--- src/rtl/simon_sequencer.sv ---
// rtl/simon_sequencer.sv - Simon memory-game sequencer: LFSR pattern, timed playback, press checking.
// Define SIMON_SEQ_TIMEOUT_EN to lose the game when no press arrives within TIMEOUT_MS in WAIT_IN.
module simon_sequencer #(
  parameter int MAX_LEN    = 32,
  parameter int ON_MS      = 300,
  parameter int GAP_MS     = 100,
  parameter int TIMEOUT_MS = 5000
) (
  input  logic        clk,
  input  logic        rst,
  input  logic [15:0] ticks_per_milli,
  input  logic        start,
  input  logic [3:0]  btn,
  output logic [3:0]  led,
  output logic        sound_en,
  output logic [1:0]  tone,
  output logic [5:0]  level,
  output logic        busy,
  output logic        win,
  output logic        lose
);

  localparam int PAUSE_MS = 500;
  localparam int LEN_W    = 6;
  localparam int IDX_W    = (MAX_LEN > 2) ? $clog2(MAX_LEN) : 1;
  localparam int MS_A     = (ON_MS > GAP_MS) ? ON_MS : GAP_MS;
  localparam int MS_B     = (MS_A > PAUSE_MS) ? MS_A : PAUSE_MS;
  localparam int MS_MAX   = (MS_B > TIMEOUT_MS) ? MS_B : TIMEOUT_MS;
  localparam int MS_W     = $clog2(MS_MAX + 1);

  localparam logic [MS_W-1:0] ON_END    = MS_W'(ON_MS - 1);
  localparam logic [MS_W-1:0] GAP_END   = MS_W'(GAP_MS - 1);
  localparam logic [MS_W-1:0] PAUSE_END = MS_W'(PAUSE_MS - 1);

  typedef enum logic [2:0] {
    S_IDLE, S_ADD, S_PLAY_ON, S_PLAY_GAP, S_WAIT_IN, S_HOLD, S_PAUSE, S_DONE
  } state_t;

  state_t                  r_state;
  state_t                  w_state_nx;
  logic [15:0]             r_div;
  logic [15:0]             r_tpm;
  logic [15:0]             r_lfsr;
  logic [MS_W-1:0]         r_ms;
  logic [LEN_W-1:0]        r_len;
  logic [LEN_W-1:0]        r_level;
  logic [IDX_W-1:0]        r_idx;
  logic [MAX_LEN-1:0][1:0] r_pattern;
  logic [3:0]              r_btn_prev;
  logic                    r_win;
  logic                    r_lose;

  logic [15:0] w_tpm_in;
  logic        w_ms_tick;
  logic        w_state_chg;
  logic [1:0]  w_step;
  logic [3:0]  w_step_oh;
  logic        w_more;
  logic        w_press;
  logic        w_clear;
  logic        w_add;
  logic        w_idx_inc;
  logic        w_idx_clr;
  logic        w_set_level;
  logic        w_set_win;
  logic        w_set_lose;
  logic [3:0]  w_led;
  logic        w_sound;
  logic [1:0]  w_tone;
  logic        w_busy;

  assign w_tpm_in    = (ticks_per_milli == 16'd0) ? 16'd1 : ticks_per_milli;
  assign w_ms_tick   = (r_div == (r_tpm - 16'd1));
  assign w_state_chg = (w_state_nx != r_state);
  assign w_step      = r_pattern[r_idx];
  assign w_step_oh   = 4'b0001 << w_step;
  assign w_more      = (LEN_W'(r_idx) + LEN_W'(1)) < r_len;
  assign w_press     = (btn != 4'd0) && (r_btn_prev == 4'd0);

  always_comb begin
    w_state_nx  = r_state;
    w_clear     = 1'b0;
    w_add       = 1'b0;
    w_idx_inc   = 1'b0;
    w_idx_clr   = 1'b0;
    w_set_level = 1'b0;
    w_set_win   = 1'b0;
    w_set_lose  = 1'b0;
    w_led       = 4'd0;
    w_sound     = 1'b0;
    w_tone      = 2'd0;
    w_busy      = 1'b1;
    case (r_state)
      S_IDLE, S_DONE: begin
        w_busy = 1'b0;
        if (start) begin
          w_clear    = 1'b1;
          w_state_nx = S_ADD;
        end
      end
      S_ADD: begin
        w_add      = 1'b1;
        w_idx_clr  = 1'b1;
        w_state_nx = S_PLAY_ON;
      end
      S_PLAY_ON: begin
        w_led   = w_step_oh;
        w_sound = 1'b1;
        w_tone  = w_step;
        if (w_ms_tick && (r_ms == ON_END)) w_state_nx = S_PLAY_GAP;
      end
      S_PLAY_GAP: begin
        if (w_ms_tick && (r_ms == GAP_END)) begin
          if (w_more) begin
            w_idx_inc  = 1'b1;
            w_state_nx = S_PLAY_ON;
          end else begin
            w_idx_clr  = 1'b1;
            w_state_nx = S_WAIT_IN;
          end
        end
      end
      S_WAIT_IN: begin
        // Only a fresh 0->nonzero edge counts; buttons held from before entry are ignored.
        if (w_press) begin
          if (btn == w_step_oh) begin
            w_state_nx = S_HOLD;
          end else begin
            w_set_lose = 1'b1;
            w_state_nx = S_DONE;
          end
        end
`ifdef SIMON_SEQ_TIMEOUT_EN
        else if (w_ms_tick && (r_ms == MS_W'(TIMEOUT_MS - 1))) begin
          w_set_lose = 1'b1;
          w_state_nx = S_DONE;
        end
`endif
      end
      S_HOLD: begin
        w_led   = btn;
        w_sound = 1'b1;
        w_tone  = w_step;
        if (btn == 4'd0) begin
          if (w_more) begin
            w_idx_inc  = 1'b1;
            w_state_nx = S_WAIT_IN;
          end else begin
            w_set_level = 1'b1;
            w_state_nx  = S_PAUSE;
          end
        end
      end
      S_PAUSE: begin
        if (w_ms_tick && (r_ms == PAUSE_END)) begin
          if (r_len < LEN_W'(MAX_LEN)) begin
            w_state_nx = S_ADD;
          end else begin
            w_set_win  = 1'b1;
            w_state_nx = S_DONE;
          end
        end
      end
      default: w_state_nx = S_IDLE;
    endcase
  end

  always_ff @(posedge clk or posedge rst) begin
    if (rst) r_state <= S_IDLE;
    else     r_state <= w_state_nx;
  end

  // The divisor is latched only when the divider restarts, so a mid-game change never splits a ms.
  always_ff @(posedge clk or posedge rst) begin
    if (rst) begin
      r_div <= 16'd0;
      r_ms  <= '0;
      r_tpm <= 16'd1;
    end else if (w_state_chg) begin
      r_div <= 16'd0;
      r_ms  <= '0;
      r_tpm <= w_tpm_in;
    end else if (w_ms_tick) begin
      r_div <= 16'd0;
      r_ms  <= r_ms + MS_W'(1);
      r_tpm <= w_tpm_in;
    end else begin
      r_div <= r_div + 16'd1;
    end
  end

  always_ff @(posedge clk or posedge rst) begin
    if (rst) begin
      r_lfsr     <= 16'hACE1;
      r_btn_prev <= 4'd0;
      r_pattern  <= '0;
      r_len      <= '0;
      r_idx      <= '0;
      r_level    <= '0;
      r_win      <= 1'b0;
      r_lose     <= 1'b0;
    end else begin
      r_lfsr     <= {1'b0, r_lfsr[15:1]} ^ (r_lfsr[0] ? 16'hB400 : 16'h0000);
      r_btn_prev <= btn;
      if (w_clear) begin
        r_len   <= '0;
        r_level <= '0;
        r_win   <= 1'b0;
        r_lose  <= 1'b0;
      end
      if (w_add) begin
        r_pattern[r_len[IDX_W-1:0]] <= r_lfsr[1:0];
        r_len                       <= r_len + LEN_W'(1);
      end
      if (w_idx_clr)      r_idx <= '0;
      else if (w_idx_inc) r_idx <= r_idx + IDX_W'(1);
      if (w_set_level) r_level <= r_len;
      if (w_set_win)   r_win   <= 1'b1;
      if (w_set_lose)  r_lose  <= 1'b1;
    end
  end

  assign led      = w_led;
  assign sound_en = w_sound;
  assign tone     = w_tone;
  assign busy     = w_busy;
  assign level    = r_level;
  assign win      = r_win;
  assign lose     = r_lose;

endmodule

--- config.mk ---
export PLATFORM = sky130hd
export DESIGN_NAME = simon_sequencer
export DESIGN_NICKNAME = d
export VERILOG_FILES = /design/src/rtl/simon_sequencer.sv
export SDC_FILE = /design/constraint.sdc
export NUM_CORES = 1
export LEC_CHECK = 0
export CAP_MARGIN = 20
export CORE_ASPECT_RATIO = 1.75
export CORE_MARGIN = 1
export CORE_UTILIZATION = 57
export CTS_BUF_LIST = sky130_fd_sc_hd__clkbuf_4 sky130_fd_sc_hd__clkbuf_8
export DETAILED_ROUTE_END_ITERATION = 7
export GPL_TIMING_DRIVEN = 0
export PLACE_DENSITY = 0.78
export RECOVER_POWER = 100
export SYNTH_ARGS = -nofsm -noshare
export SYNTH_HDL_FRONTEND = slang
export SYNTH_SLANG_ARGS = --single-unit
--- constraint.sdc ---
create_clock -name clk -period 5.19 [get_ports clk]
set_clock_uncertainty 0.05 [all_clocks]
set_input_delay 1.2975 -clock clk [delete_from_list [all_inputs] [get_ports clk]]
set_output_delay 1.2975 -clock clk [all_outputs]
set_load 0.005 [all_outputs]
==> flow_metrics.py, run 1 <==
metrics = {
    "clocking": {
        "cts_tree": "yes",
        "clockBufferDepth": 2,
        "clk_latency_ns": 0.45,
        "postCtsSetupRepairBufs": 0,
        "htree_num_levels": 4,
        "cts_made_buffers": 17,
        "clkTransAtPathRegs_ns": 0.08,
        "ctsRootBufferMaster": "clkbuf_8",
        "clkSinkCount": 151,
    },
    "synthesis": {
        "yosysTopAreaCell": "dfrtp_1",
        "ys_seq_area_share_pct": 47.9,
        "yosysTopAreaCellShare_pct": 45.0,
        "ys_top_cells_by_area": "dfrtp_1 45%, mux2_2 11%, mux4_2 4.0%, xnor2_1 3.7%, nand2_1 3.6%",
        "syn_nets": 775,
        "synth_seq_cells": 151,
        "synth-warning-count": 0,
        "synth-main-ff-cell": "dfrtp_1",
        "synthCells": 739,
        "syn_area_um2": 7900,
        "synth_edf_count": 0,
        "yosysUniqueCellTypes": 59,
        "async_reset_ff_share_pct": 100,
        "syn_avg_cell_area_um2": 10.7,
    },
    "worst_setup_path": {
        "cp_slowest_cell": "dlygate4sd3_1",
        "cp_common_cell": "mux4_2",
        "startpoint_type": "register",
        "worstPathCellList": "clkbuf_4, clkbuf_2, mux4_2, mux4_2, mux2i_4, inv_1, a22o_1, dlygate4sd3_1",
        "required_ns": 3.84,
        "arrival_ns": 3.69,
        "end_kind": "output port",
        "r2r_start": "r_tpm[0]$_DFFE_PP1P_",
        "ff2ff_path_depth": 10,
        "rrSetupSlack_ns": 0.71,
        "worstSetupPathType": "register to output port",
        "cp_slowest_stage_delay_ns": 0.57,
        "r2r_end": "r_tpm[15]$_DFFE_PP0P_",
        "cp_max_fo": 10,
    },
    "route": {
        "drt_first_pass_iters": 5,
        "vias_per_cell": 6.24,
        "drc": 0,
        "drtAntennaViolNets": 0,
        "vias": 6160,
        "wl_per_cell_um": 19.5,
        "drtIter0Drc": 461,
        "finalWirelength_mm": 19.2,
    },
    "place": {
        "place_worst_setup_slack_ns": -0.389,
        "numPortBuffers": 38,
        "place_congestion": 0.935,
        "hpwl_mm": 14.2,
    },
    "die": {
        "die-area_um2": 14400,
        "start_util_pct": 58.8,
        "pin_count": 39,
        "core_area_um2": 13500,
        "die_w_um": 91.0,
        "num_rows": 56,
        "die-height_um": 158,
    },
    "sta": {
        "fin_crit_ns": 5.04,
        "rsz0062_at_grt": "false",
        "worst_pin_slew_ns": 1.84,
        "fmax_ghz": 0.198,
        "setup_viol": 0,
        "hold_violations": 0,
        "slew_viol_final": 79,
        "fin_tns_setup_ns": 0,
        "slew_headroom_pct": -22.8,
        "min_period_over_period_pct": 97.1,
        "timing.final.ws_setup_ns": 0.152,
    },
    "power": {
        "pwr_density_cell_nw_per_um2": 389,
        "p_leak_nw": 3.88,
        "ir_drop_uv": 221,
    },
    "status": {
        "outcome": "finished, violations left",
        "violations": "max-capacitance violations, max-slew violations",
    },
    "global_routing": {
        "grt_usage_pct": 28.6,
        "grt_max_degree": 45,
        "antenna_found_initial": 0,
        "overflow": 0,
        "grt_pass1_vias": 6363,
        "grt_pass1_wl_mm": 31.9,
    },
    "finish": {
        "nNetsFinal": 836,
        "syn2layout_area_growth_pct": 13.7,
        "antenna_cells": 0,
        "layout-drive-gt1-share_pct": 18.6,
        "utilization_pct": 66.8,
        "mostFrequentLayoutCell": "dfrtp_1",
        "final_cell_mix": "141 x dfrtp_1, 77 x mux2_2, 76 x nand2_1",
    },
    "worst_hold_path": {
        "hold_depth": 0,
        "hp-class": "register to register",
        "hold_path_end": "r_lfsr[2]$_DFF_PP0_",
        "hold_start": "r_lfsr[3]$_DFF_PP0_",
    },
    "run": {
        "max-cap-violations": 2,
    },
}
## layout make-up
class                   instances  area (um^2)
fillers                      1066         4470
multi-input cells             530         3880
flip-flops and latches        151         3790
repair buffers                 43          443
clock buffers                  21          277
well taps                     174          218
plain buffers                  36          153
clock inverters                11          139
inverters                      21         80.1
## sequential cells by signal, indices dropped and copies added (netlist names), 3 cells and up
| register | flops |
|---|---|
| level | 6 |
| r_btn_prev | 4 |
| r_div | 16 |
| r_idx | 5 |
| r_len | 6 |
| r_lfsr | 16 |
| r_ms | 13 |
| r_pattern | 64 |
| r_state | 3 |
| r_tpm | 16 |
## worst max-delay path, delay by kind of cell, from the launching register on
family / cells / cell delay (ns)
buffers and inverters: 4 / 1.37
AOI/OAI and AO/OA: 1 / 0.18
muxes: 3 / 1.15
DFF: 1 / 0.53
## cells in the mapped netlist (4+ instances only)
cell      number
o31ai_1        4
inv_1         21
o21ai_0       19
clkbuf_1      28
ha_1          13
nor2_1        63
and2_1         6
or3_1          5
or4_1         10
nor3_1        28
xnor2_1       33
o211ai_1       7
a21oi_1       16
nor4_1        12
buf_2          6
mux2_2        78
nand4_1        9
xor2_1        19
nor2b_1        5
mux2i_1       13
and3_1        10
dfstp_2        9
mux4_2        14
a211oi_1       9
dfrtp_1      142
nand3_1       31
nand2_1       76
## how the worst max path moves through the flow
stage,endpoint,startpoint,cells after the start,slack [ns]
2_1_floorplan,led[2],r_idx[1]$_DFFE_PP0P_,8,1.06
6_report,led[1],r_idx[1]$_DFFE_PP0P_,8,0.15
3_5_place_dp,led[2],r_idx[1]$_DFFE_PP0P_,9,-0.39
4_1_cts,led[2],r_idx[0]$_DFFE_PP0P_,8,0.12
3_3_place_gp,led[2],r_idx[1]$_DFFE_PP0P_,9,-0.35
5_1_grt,led[2],r_idx[0]$_DFFE_PP0P_,8,0.04
## cells by family (layout without fill, tap and decap cells)
| family | Yosys count | count (layout) | synth area share (%) |
|---|---|---|---|
| flops | 151 | 151 | 48.0 |
| xor+xnor | 52 | 52 | 5.76 |
| mux | 105 | 105 | 16.7 |
| fa+ha+maj | 13 | 13 | 2.06 |
| simple gates | 274 | 274 | 17.1 |
| compound gates | 86 | 86 | 7.30 |
| buf+inv | 58 | 132 | 3.06 |
## per-layer routing
metal / track usage [%] / vias up / wire length (um)
met1: 31.3 / 3057 / 7010
li1: - / 2774 / -
met4: 14.7 / 0 / 966
met5: 0 / - / 0
met2: 53.0 / 243 / 10300
met3: 4.66 / 86 / 906
## through the flow
stage / power (mW) / instances / hold slack (ns) / area, um^2
finish: 3.49 / 987 / 0.306 / 8980
CTS: 3.51 / 985 / 0.313 / 8990
global route: 3.69 / 987 / 0.317 / 8980
detailed placement: 2.57 / 954 / 0.290 / 8570
global placement: 2.53 / 951 / 0.290 / 8510
floorplan: 2.23 / 739 / 0.281 / 7910
## repair_timing
| item | CTS | global route |
|---|---|---|
| hold buffers | 0 | 0 |
| gates resized for setup | 7 | 3 |
| gates cloned | 0 | 0 |
| endpoints found under the setup margin | 6 | 1 |
## where the power goes
| part | total, mW | internal, mW | switching [mW] |
|---|---|---|---|
| clock network | 0.942 | 0.474 | 0.468 |
| registers | 1.43 | 1.29 | 0.143 |
| logic | 1.12 | 0.462 | 0.655 |
(Power assumes the default switching activity.)
==> run 2, diff against run 1 <==
--- a/config.mk
+++ b/config.mk
@@ -7,12 +7,12 @@
 export LEC_CHECK = 0
 export CAP_MARGIN = 20
 export CORE_ASPECT_RATIO = 1.75
-export CORE_MARGIN = 1
-export CORE_UTILIZATION = 57
+export CORE_MARGIN = 3
+export CORE_UTILIZATION = 35
 export CTS_BUF_LIST = sky130_fd_sc_hd__clkbuf_4 sky130_fd_sc_hd__clkbuf_8
 export DETAILED_ROUTE_END_ITERATION = 7
 export GPL_TIMING_DRIVEN = 0
-export PLACE_DENSITY = 0.78
+export PLACE_DENSITY = 0.52
 export RECOVER_POWER = 100
 export SYNTH_ARGS = -nofsm -noshare
 export SYNTH_HDL_FRONTEND = slang
==> flow_metrics.py, run 2 (synthesized netlist as in run 1, its figures left out) <==
metrics = {
    "place": {
        "dpl.cell_count": 1077,
        "numPortBuffers": 38,
        "place_congestion": 0.894,
        "hpwl_mm": 15.9,
    },
    "die": {
        "die_w_um": 120,
        "die-height_um": 205,
        "start_util_pct": 35.7,
        "core_area_um2": 22200,
        "die-area_um2": 24500,
        "num_rows": 72,
        "pin_count": 39,
    },
    "run": {
        "max-cap-violations": 1,
    },
    "global_routing": {
        "grt_pass1_vias": 6296,
        "antenna_found_initial": 0,
        "grt_pass1_wl_mm": 33.5,
        "grt_max_degree": 46,
        "overflow": 0,
        "grt_usage_pct": 17.6,
    },
    "worst_setup_path": {
        "startpoint_type": "register",
        "cp_slowest_cell": "clkdlybuf4s50_1",
        "cp_max_fo": 10,
        "arrival_ns": 3.64,
        "cp_slowest_stage_delay_ns": 0.53,
        "cp_common_cell": "mux4_2",
        "worstSetupPathType": "register to output port",
        "worstPathCellList": "clkbuf_2, buf_6, clkbuf_4, mux4_2, mux4_2, mux2i_4, inv_1, o21ai_0, clkdlybuf4s50_1",
        "required_ns": 3.84,
        "end_kind": "output port",
    },
    "clocking": {
        "clockBufferDepth": 2,
        "clkTransAtPathRegs_ns": 0.09,
        "htree_num_levels": 4,
        "hold_buffers": 0,
        "clkSinkCount": 151,
        "ctsRootBufferMaster": "clkbuf_8",
        "cts_tree": "yes",
        "clk_latency_ns": 0.47,
        "cts_made_buffers": 17,
    },
    "sta": {
        "slew_headroom_pct": -12.5,
        "slew_viol_final": 29,
        "holdWs_ns": 0.297,
        "worst_pin_slew_ns": 1.69,
        "min_period_over_period_pct": 96.0,
        "hold_violations": 0,
        "fin_crit_ns": 4.98,
        "setup_viol": 0,
        "rsz0062_at_grt": "false",
        "fmax_ghz": 0.201,
    },
    "finish": {
        "largest_register": "r_pattern",
        "fin_cells": 1110,
        "mostFrequentLayoutCell": "dfrtp_1",
        "antenna_cells": 0,
        "syn2layout_area_growth_pct": 15.6,
        "nNetsFinal": 837,
        "layout-drive-gt1-share_pct": 18.8,
        "largest_register_ffs": 64,
        "final_cell_mix": "142 x dfrtp_1, 77 x mux2_2, 76 x nand2_1",
    },
    "power": {
        "p_leak_nw": 3.88,
        "pwr_density_cell_nw_per_um2": 382,
        "ir_drop_uv": 190,
    },
    "status": {
        "violations": "max-capacitance violations, max-slew violations",
        "outcome": "finished, violations left",
    },
    "route": {
        "drtAntennaViolNets": 0,
        "drc": 0,
        "vias": 5980,
        "finalWirelength_mm": 20.7,
        "drtIter0Drc": 409,
        "wl_per_cell_um": 18.6,
        "vias_per_cell": 5.39,
        "drt_first_pass_iters": 5,
    },
    "worst_hold_path": {
        "hp-class": "register to register",
    },
}
## run 2: cell types whose count changed in the layout (fill, tap and decap cells not counted), moves of 2 or more
cell      change
buf_2         -2
clkbuf_2      +3
clkbuf_8      -2
clkinv_4      +2
## run 2: worst paths after layout
check | from | endpoint | slack, ns | cells after the start
hold reg to reg | r_lfsr[2]$_DFF_PP0_ | r_lfsr[1]$_DFF_PP0_ | 0.30 | 0
max in group asynchronous | rst | r_lfsr[13]$_DFF_PP1_ | 0.66 | 6
hold / removal | r_lfsr[2]$_DFF_PP0_ | r_lfsr[1]$_DFF_PP0_ | 0.30 | 0
min in group asynchronous | rst | level[1]$_DFFE_PP0P_ | 1.31 | 2
setup / recovery | r_idx[1]$_DFFE_PP0P_ | led[2] | 0.21 | 9
setup reg to reg | r_tpm[0]$_DFFE_PP1P_ | r_div[11]$_DFF_PP0_ | 0.53 | 11
## run 2: stage by stage
stage                     power [mW]  setup TNS, ns  utilization [%]  instance area, um^2  setup slack, ns
after detailed placement        2.61          -2.82             39.5                 8750           -0.654
after global placement          2.58          -2.84             39.1                 8660           -0.664
after CTS                       3.55              0             41.4                 9170           0.0469
after floorplan                 2.23              0                -                 7910             1.06
final                           3.49              0             41.2                 9140            0.206
after global routing            3.72              0             41.2                 9140           0.0310
## run 2: where the power goes
part | switching (mW) | internal, mW | leakage [nW]
Sequential | 0.129 | 1.29 | 2.02
Clock | 0.480 | 0.438 | 0.199
Combinational | 0.687 | 0.468 | 1.66
## run 2: cell type report
| cell class | count | area, um^2 |
|---|---|---|
| clock inverter | 15 | 170 |
| tap | 296 | 370 |
| sequential | 151 | 3790 |
| buffer | 37 | 169 |
| inverter | 21 | 80.1 |
| timing repair buffer | 43 | 442 |
| clock buffer | 17 | 234 |
| fill | 2199 | 13000 |
| multi-input combinational | 530 | 3880 |
## run 2: worst max-delay path, delay by kind of cell, from the launching register on
family,cells,cell delay (ns)
multiplexers,3,1.14
buffers and inverters,5,1.45
flip-flops,1,0.37
AO/OA/AOI/OAI,1,0.18
## run 2: what timing repair did
action	in CTS	in global routing
setup buffers	0	0
endpoints found under the hold margin	0	0
cloned	0	0
gates resized for setup	9	4
endpoints found under the setup margin	10	1
## run 2: layer usage
layer | vias up | share of wire, % | global-route usage (%)
met1 | 2992 | 36 | 18.0
met4 | 0 | 3.7 | 8.81
met3 | 43 | 3.5 | 3.37
li1 | 2780 | - | -
met5 | - | 0 | 0
met2 | 165 | 56 | 33.6
